===== src/rtl/trap_ctrl.sv =====
// Trap and MRET sequencer: on an exception, interrupt or MRET at the execute
// boundary it stalls the pipeline and steps through the CSR trap port one
// write per cycle, then redirects the PC.
module trap_ctrl (
    input  logic        clk,
    input  logic        rst,
    input  logic        ex_trap_i,
    input  logic        tcmp_tarp_i,
    input  logic        soft_trap_i,
    input  logic        inst_valid_i,
    input  logic [31:0] inst_pc_i,
    input  logic [31:0] inst_i,
    input  logic        ecall_i,
    input  logic        ebreak_i,
    input  logic        illegal_i,
    input  logic        mret_i,
    input  logic [31:0] mepc_i,
    output logic        trap_csr_we_o,
    output logic [11:0] trap_csr_addr_o,
    output logic [31:0] trap_csr_wdata_o,
    input  logic [31:0] trap_csr_rdata_i,
    output logic        hold_o,
    output logic        flush_o,
    output logic        jump_o,
    output logic [31:0] jump_addr_o
);

    localparam logic [11:0] CsrMstatus = 12'h300;
    localparam logic [11:0] CsrMtvec   = 12'h305;
    localparam logic [11:0] CsrMepc    = 12'h341;
    localparam logic [11:0] CsrMcause  = 12'h342;
    localparam logic [11:0] CsrMtval   = 12'h343;

    typedef enum logic [2:0] {
        StIdle, StWMepc, StWMcause, StWMtval, StWMstatus, StTJump, StRMstatus, StRJump
    } state_e;

    state_e      state_q, state_d;
    logic [31:0] cause_q, cause_d;
    logic [31:0] epc_q, epc_d;
    logic [31:0] tval_q, tval_d;

    logic        exc_hit;
    logic        irq_any;
    logic        take_trap;
    logic        take_mret;
    logic [31:0] new_cause;
    logic [31:0] new_tval;

    // Low mtvec bits are forced to zero in the jump target and never looked at.
    logic unused_rdata;
    assign unused_rdata = ^trap_csr_rdata_i[1:0];

    // Acceptance decode; in IDLE the port points at mstatus so rdata[3] is MIE.
    always_comb begin
        exc_hit   = inst_valid_i & (illegal_i | ebreak_i | ecall_i);
        irq_any   = ex_trap_i | soft_trap_i | tcmp_tarp_i;
        take_trap = 1'b0;
        take_mret = 1'b0;
        if (!rst && state_q == StIdle) begin
            take_trap = exc_hit |
                        (inst_valid_i & ~mret_i & trap_csr_rdata_i[3] & irq_any);
            take_mret = ~exc_hit & inst_valid_i & mret_i;
        end
        new_cause = 32'h0;
        new_tval  = 32'h0;
        if (inst_valid_i && illegal_i) begin
            new_cause = 32'h0000_0002;
            new_tval  = inst_i;
        end else if (inst_valid_i && ebreak_i) begin
            new_cause = 32'h0000_0003;
            new_tval  = inst_pc_i;
        end else if (inst_valid_i && ecall_i) begin
            new_cause = 32'h0000_000B;
        end else if (ex_trap_i) begin
            new_cause = 32'h8000_000B;
        end else if (soft_trap_i) begin
            new_cause = 32'h8000_0003;
        end else begin
            new_cause = 32'h8000_0007;
        end
        cause_d = take_trap ? new_cause : cause_q;
        epc_d   = take_trap ? inst_pc_i : epc_q;
        tval_d  = take_trap ? new_tval  : tval_q;
    end

    // State and captured trap context, synchronous reset.
    always_ff @(posedge clk) begin
        if (rst) begin
            state_q <= StIdle;
            cause_q <= 32'h0;
            epc_q   <= 32'h0;
            tval_q  <= 32'h0;
        end else begin
            state_q <= state_d;
            cause_q <= cause_d;
            epc_q   <= epc_d;
            tval_q  <= tval_d;
        end
    end

    // Next state: every non-IDLE state lasts one cycle.
    always_comb begin
        state_d = state_q;
        unique case (state_q)
            StIdle: begin
                if (take_trap)      state_d = StWMepc;
                else if (take_mret) state_d = StRMstatus;
            end
            StWMepc:    state_d = StWMcause;
            StWMcause:  state_d = StWMtval;
            StWMtval:   state_d = StWMstatus;
            StWMstatus: state_d = StTJump;
            StTJump:    state_d = StIdle;
            StRMstatus: state_d = StRJump;
            StRJump:    state_d = StIdle;
            default:    state_d = StIdle;
        endcase
    end

    // Outputs: CSR port drive, stall, flush and redirect per state.
    always_comb begin
        trap_csr_we_o    = 1'b0;
        trap_csr_addr_o  = CsrMstatus;
        trap_csr_wdata_o = 32'h0;
        hold_o           = 1'b0;
        flush_o          = 1'b0;
        jump_o           = 1'b0;
        jump_addr_o      = 32'h0;
        unique case (state_q)
            StIdle: begin
                if (take_trap || take_mret) begin
                    hold_o  = 1'b1;
                    flush_o = 1'b1;
                end
            end
            StWMepc: begin
                hold_o           = 1'b1;
                trap_csr_we_o    = 1'b1;
                trap_csr_addr_o  = CsrMepc;
                trap_csr_wdata_o = epc_q;
            end
            StWMcause: begin
                hold_o           = 1'b1;
                trap_csr_we_o    = 1'b1;
                trap_csr_addr_o  = CsrMcause;
                trap_csr_wdata_o = cause_q;
            end
            StWMtval: begin
                hold_o           = 1'b1;
                trap_csr_we_o    = 1'b1;
                trap_csr_addr_o  = CsrMtval;
                trap_csr_wdata_o = tval_q;
            end
            StWMstatus: begin
                // MPIE <= MIE, MIE <= 0
                hold_o           = 1'b1;
                trap_csr_we_o    = 1'b1;
                trap_csr_addr_o  = CsrMstatus;
                trap_csr_wdata_o = {24'h0, trap_csr_rdata_i[3], 3'h0, 1'b0, 3'h0};
            end
            StTJump: begin
                hold_o          = 1'b1;
                trap_csr_addr_o = CsrMtvec;
                jump_o          = 1'b1;
                jump_addr_o     = {trap_csr_rdata_i[31:2], 2'b00};
            end
            StRMstatus: begin
                // MIE <= MPIE, MPIE <= 1
                hold_o           = 1'b1;
                trap_csr_we_o    = 1'b1;
                trap_csr_addr_o  = CsrMstatus;
                trap_csr_wdata_o = {24'h0, 1'b1, 3'h0, trap_csr_rdata_i[7], 3'h0};
            end
            StRJump: begin
                hold_o      = 1'b1;
                jump_o      = 1'b1;
                jump_addr_o = mepc_i;
            end
            default: ;
        endcase
    end

endmodule


===== config.mk =====
export PLATFORM = sky130hd
export DESIGN_NAME = trap_ctrl
export DESIGN_NICKNAME = d
export VERILOG_FILES = /design/src/rtl/trap_ctrl.sv
export SDC_FILE = /design/constraint.sdc
export NUM_CORES = 1
export LEC_CHECK = 0
export CELL_PAD_IN_SITES_DETAIL_PLACEMENT = 1
export CELL_PAD_IN_SITES_GLOBAL_PLACEMENT = 1
export CORE_MARGIN = 3
export CORE_UTILIZATION = 31
export CTS_BUF_LIST = sky130_fd_sc_hd__clkbuf_2
export DETAILED_ROUTE_END_ITERATION = 7
export HOLD_SLACK_MARGIN = 0.06
export MAX_ROUTING_LAYER = met4
export PLACE_DENSITY = 0.95
export SLEW_MARGIN = 20
export SYNTH_ARGS = -nofsm -noshare
export SYNTH_HDL_FRONTEND = slang
export SYNTH_SLANG_ARGS = --single-unit

===== constraint.sdc =====
create_clock -name clk -period 4.68 [get_ports clk]
set_input_delay 0.936 -clock clk [delete_from_list [all_inputs] [get_ports clk]]
set_output_delay 0.936 -clock clk [all_outputs]
set_load 0.005 [all_outputs]

==> out/qor.csv, run 1 <==
metric;value;unit
path_buf_inv;3;
grt_pass1_vias;4733;
dp_hpwl;13.0;mm
seqPwrFrac;43.6;%
path_max_fanout;22;
drt-total-wl;17.9;mm
vias;4537;
drv_cap;0;
drive_above_1_share;10.2;%
grt_pass1_wl;26.9;mm
drc_errors;0;
drtAntennaViolNets;0;
cts_setup_buffers;0;
rsz0062_at_grt;no;
dr.pass1.iters;5;
min_period;4.05;ns
wl_per_cell;22.2;um
ys_seq_elements;72;
die_x;120;um
synthAdderAreaFrac;0;%
total_leakage_power;2.33;nW
die_h;120;um
grt_overflow;0;
power.share.clock;24.3;%
cp.required;3.74;ns
cts.repair.resized;0;
fmax;247;MHz
pre_cts_ws;0.826;ns
synth_top_area_share;35.8;%
status;completed;
fin_ws;0.627;ns
ctsHtreeMaxLevel;3;
cts_sinks;72;
syn_area_per_cell;8.71;um^2
cts_buffer_depth;2;
start_util;32.6;%
io_pins;218;
tightestPinTransition;1.02;ns
viasPerCell;5.62;
clkTransAtPathRegs;0.19;ns
cts_buffers;9;
drv_slew;0;
setup_violations;0;
pwr-share-comb;32.0;%
gp_congestion;0.866;
synthMuxAreaShare;8.73;%
path_class;reg -> out;
drt_iter0_markers;228;
swShare;32.8;%
grt_max_degree;72;
irDropWorstVdd;0.000155;V
rows;40;
core;12400;um^2
yosysWarningCount;0;
synth_compound_area_share;33.5;%
path_delay_family;buffers and inverters;
io_buffers;207;
yosys-top-cells-area;dfxtp_1 36%, mux2i_1 8.5%, a31o_2 7.0%;
max_stage_delay;0.78;ns
hold_viol;0;
slowest_stage;dfxtp_2;
worstPathCellList;inv_1 > nor3_4 > buf_4 > a22o_1 > clkdlybuf4s50_1;
syn-instance-count;462;
synth_cell_types;41;
clk-insertion-delay-late;0.52;ns
antenna_found_initial;4;
synth_simple_gate_area_share;13.7;%
ys_seq_area_share;35.8;%
synth_top_area_cell;dfxtp_1;
setup_tns;0;ns
crit_arrival;3.12;ns
relSlewSlack;31.9;%
cts_tree;built;
start_kind;register;
track_usage;24.5;%
die_area;14400;um^2
finClkSkew;0.0191;ns
syn2layout_area_growth;55.0;%
clockRootBuffer;clkbuf_2;
syn_area;4030;um^2
holdBufCountCts;0;
fin_crit_sh;86.6;%
p_sw;540;uW
p_per_area;264;nW/um^2
intPower;1.11;mW
layout.nets;770;
synth_top_family_by_area;compound AO/OA/AOI/OAI gates;
hold_path.class;reg -> reg;
synth_xor_xnor_area_share;0;%
cp-end-kind;output pin;
[Yosys cell counts (all sizes together)]
cell type   n
a211oi      2
a21o        1
a21oi      10
a221oi      1
a22o       26
a22oi      32
a31o       32
a31oi       1
and2        1
and3       36
and3b       1
buf        27
clkbuf     34
conb        2
dfxtp      72
inv         4
mux2        1
mux2i      34
nand2       6
nand2b      1
nor2       47
nor2b       1
nor3        9
o211ai     35
o21a        1
o21ai      37
o22ai       1
o311a       1
o31a        1
o31ai       3
or3         1
or4         1
[logic make-up after synthesis]
family	after synthesis
flip-flops	72
other	2
AND/OR/NAND/NOR	104
AO/OA/AOI/OAI	184
buffers and inverters	65
multiplexers	35
[worst paths after layout]
path,endpoint,depth (start not counted),slack (ns),startpoint
worst max-delay path,trap_csr_wdata_o[30],5,0.63,state_q[1]$_SDFFE_PP0P_
worst max register to register,epc_q[9]$_SDFFE_PP0P_,4,1.80,state_q[2]$_SDFFE_PP0P_
worst min register to register,epc_q[3]$_SDFFE_PP0P_,1,0.52,epc_q[3]$_SDFFE_PP0P_
worst min-delay path,epc_q[3]$_SDFFE_PP0P_,1,0.52,epc_q[3]$_SDFFE_PP0P_
[registers in the layout (all words and copies together) (netlist names)]
signal	cells
epc_q	32
tval_q	32
cause_q	5
state_q	3
[cell usage in the layout, fill, tap and decap left out, types with 2 or more instances in the layout]
cell type,n
a211oi_1,2
a21oi_1,10
a22o_1,26
a22oi_1,32
a31o_2,32
and3_1,36
buf_4,7
bufinv_16,2
clkbuf_2,9
clkdlybuf4s50_1,207
clkinv_2,2
conb_1,8
dfxtp_1,71
diode_2,4
inv_1,3
mux2i_1,34
nand2_1,4
nor2_1,46
nor3_1,7
nor3_4,2
o211ai_1,35
o21ai_0,37
[per-layer routing]
layer  up-vias  track usage [%]  part of all wire (%)
met2       211             45.3                    54
met5         -                -                     0
met4         0             8.80                   2.4
met3        26             5.70                   7.4
met1      2224             25.4                    36
li1       2076                -                     -
[layout make-up]
cell class | count | area (um^2)
multi-input combinational | 331 | 2300
tap | 168 | 210
sequential | 72 | 1440
clock buffer | 9 | 45.0
clock inverter | 6 | 85.1
antenna | 4 | 10.0
inverter | 4 | 16.3
fill | 1464 | 6120
timing repair buffer | 214 | 2120
[power groups by stage]
stage / Sequential (mW) / Clock (mW) / Combinational, mW
after floorplan: 0.701 / 0 / 0.291
after global placement: 0.724 / 0 / 0.510
after detailed placement: 0.730 / 0 / 0.528
after CTS: 0.717 / 0.412 / 0.530
after global routing: 0.726 / 0.441 / 0.567
final: 0.718 / 0.401 / 0.528
[through the flow]
| stage | utilization (%) | hold slack (ns) | power [mW] | cells | instance area, um^2 |
|---|---|---|---|---|---|
| after global routing | 50.5 | 0.529 | 1.73 | 808 | 6240 |
| after global placement | 49.3 | 0.466 | 1.23 | 789 | 6100 |
| after detailed placement | 49.3 | 0.472 | 1.26 | 789 | 6100 |
| after CTS | 50.4 | 0.513 | 1.66 | 804 | 6230 |
| final | 50.5 | 0.516 | 1.65 | 808 | 6240 |
| after floorplan | - | 0.427 | 0.992 | 468 | 4050 |
Power figures use the tool's default switching activity.
==> run 2: changes to the inputs <==
--- a/config.mk
+++ b/config.mk
@@ -14,6 +14,7 @@
 export HOLD_SLACK_MARGIN = 0.06
 export MAX_ROUTING_LAYER = met4
 export PLACE_DENSITY = 0.95
+export SETUP_SLACK_MARGIN = 0.2
 export SLEW_MARGIN = 20
 export SYNTH_ARGS = -nofsm -noshare
 export SYNTH_HDL_FRONTEND = slang
==> results of run 2 <==
No change in the layout: final DEF, timing and power equal those of run 1.
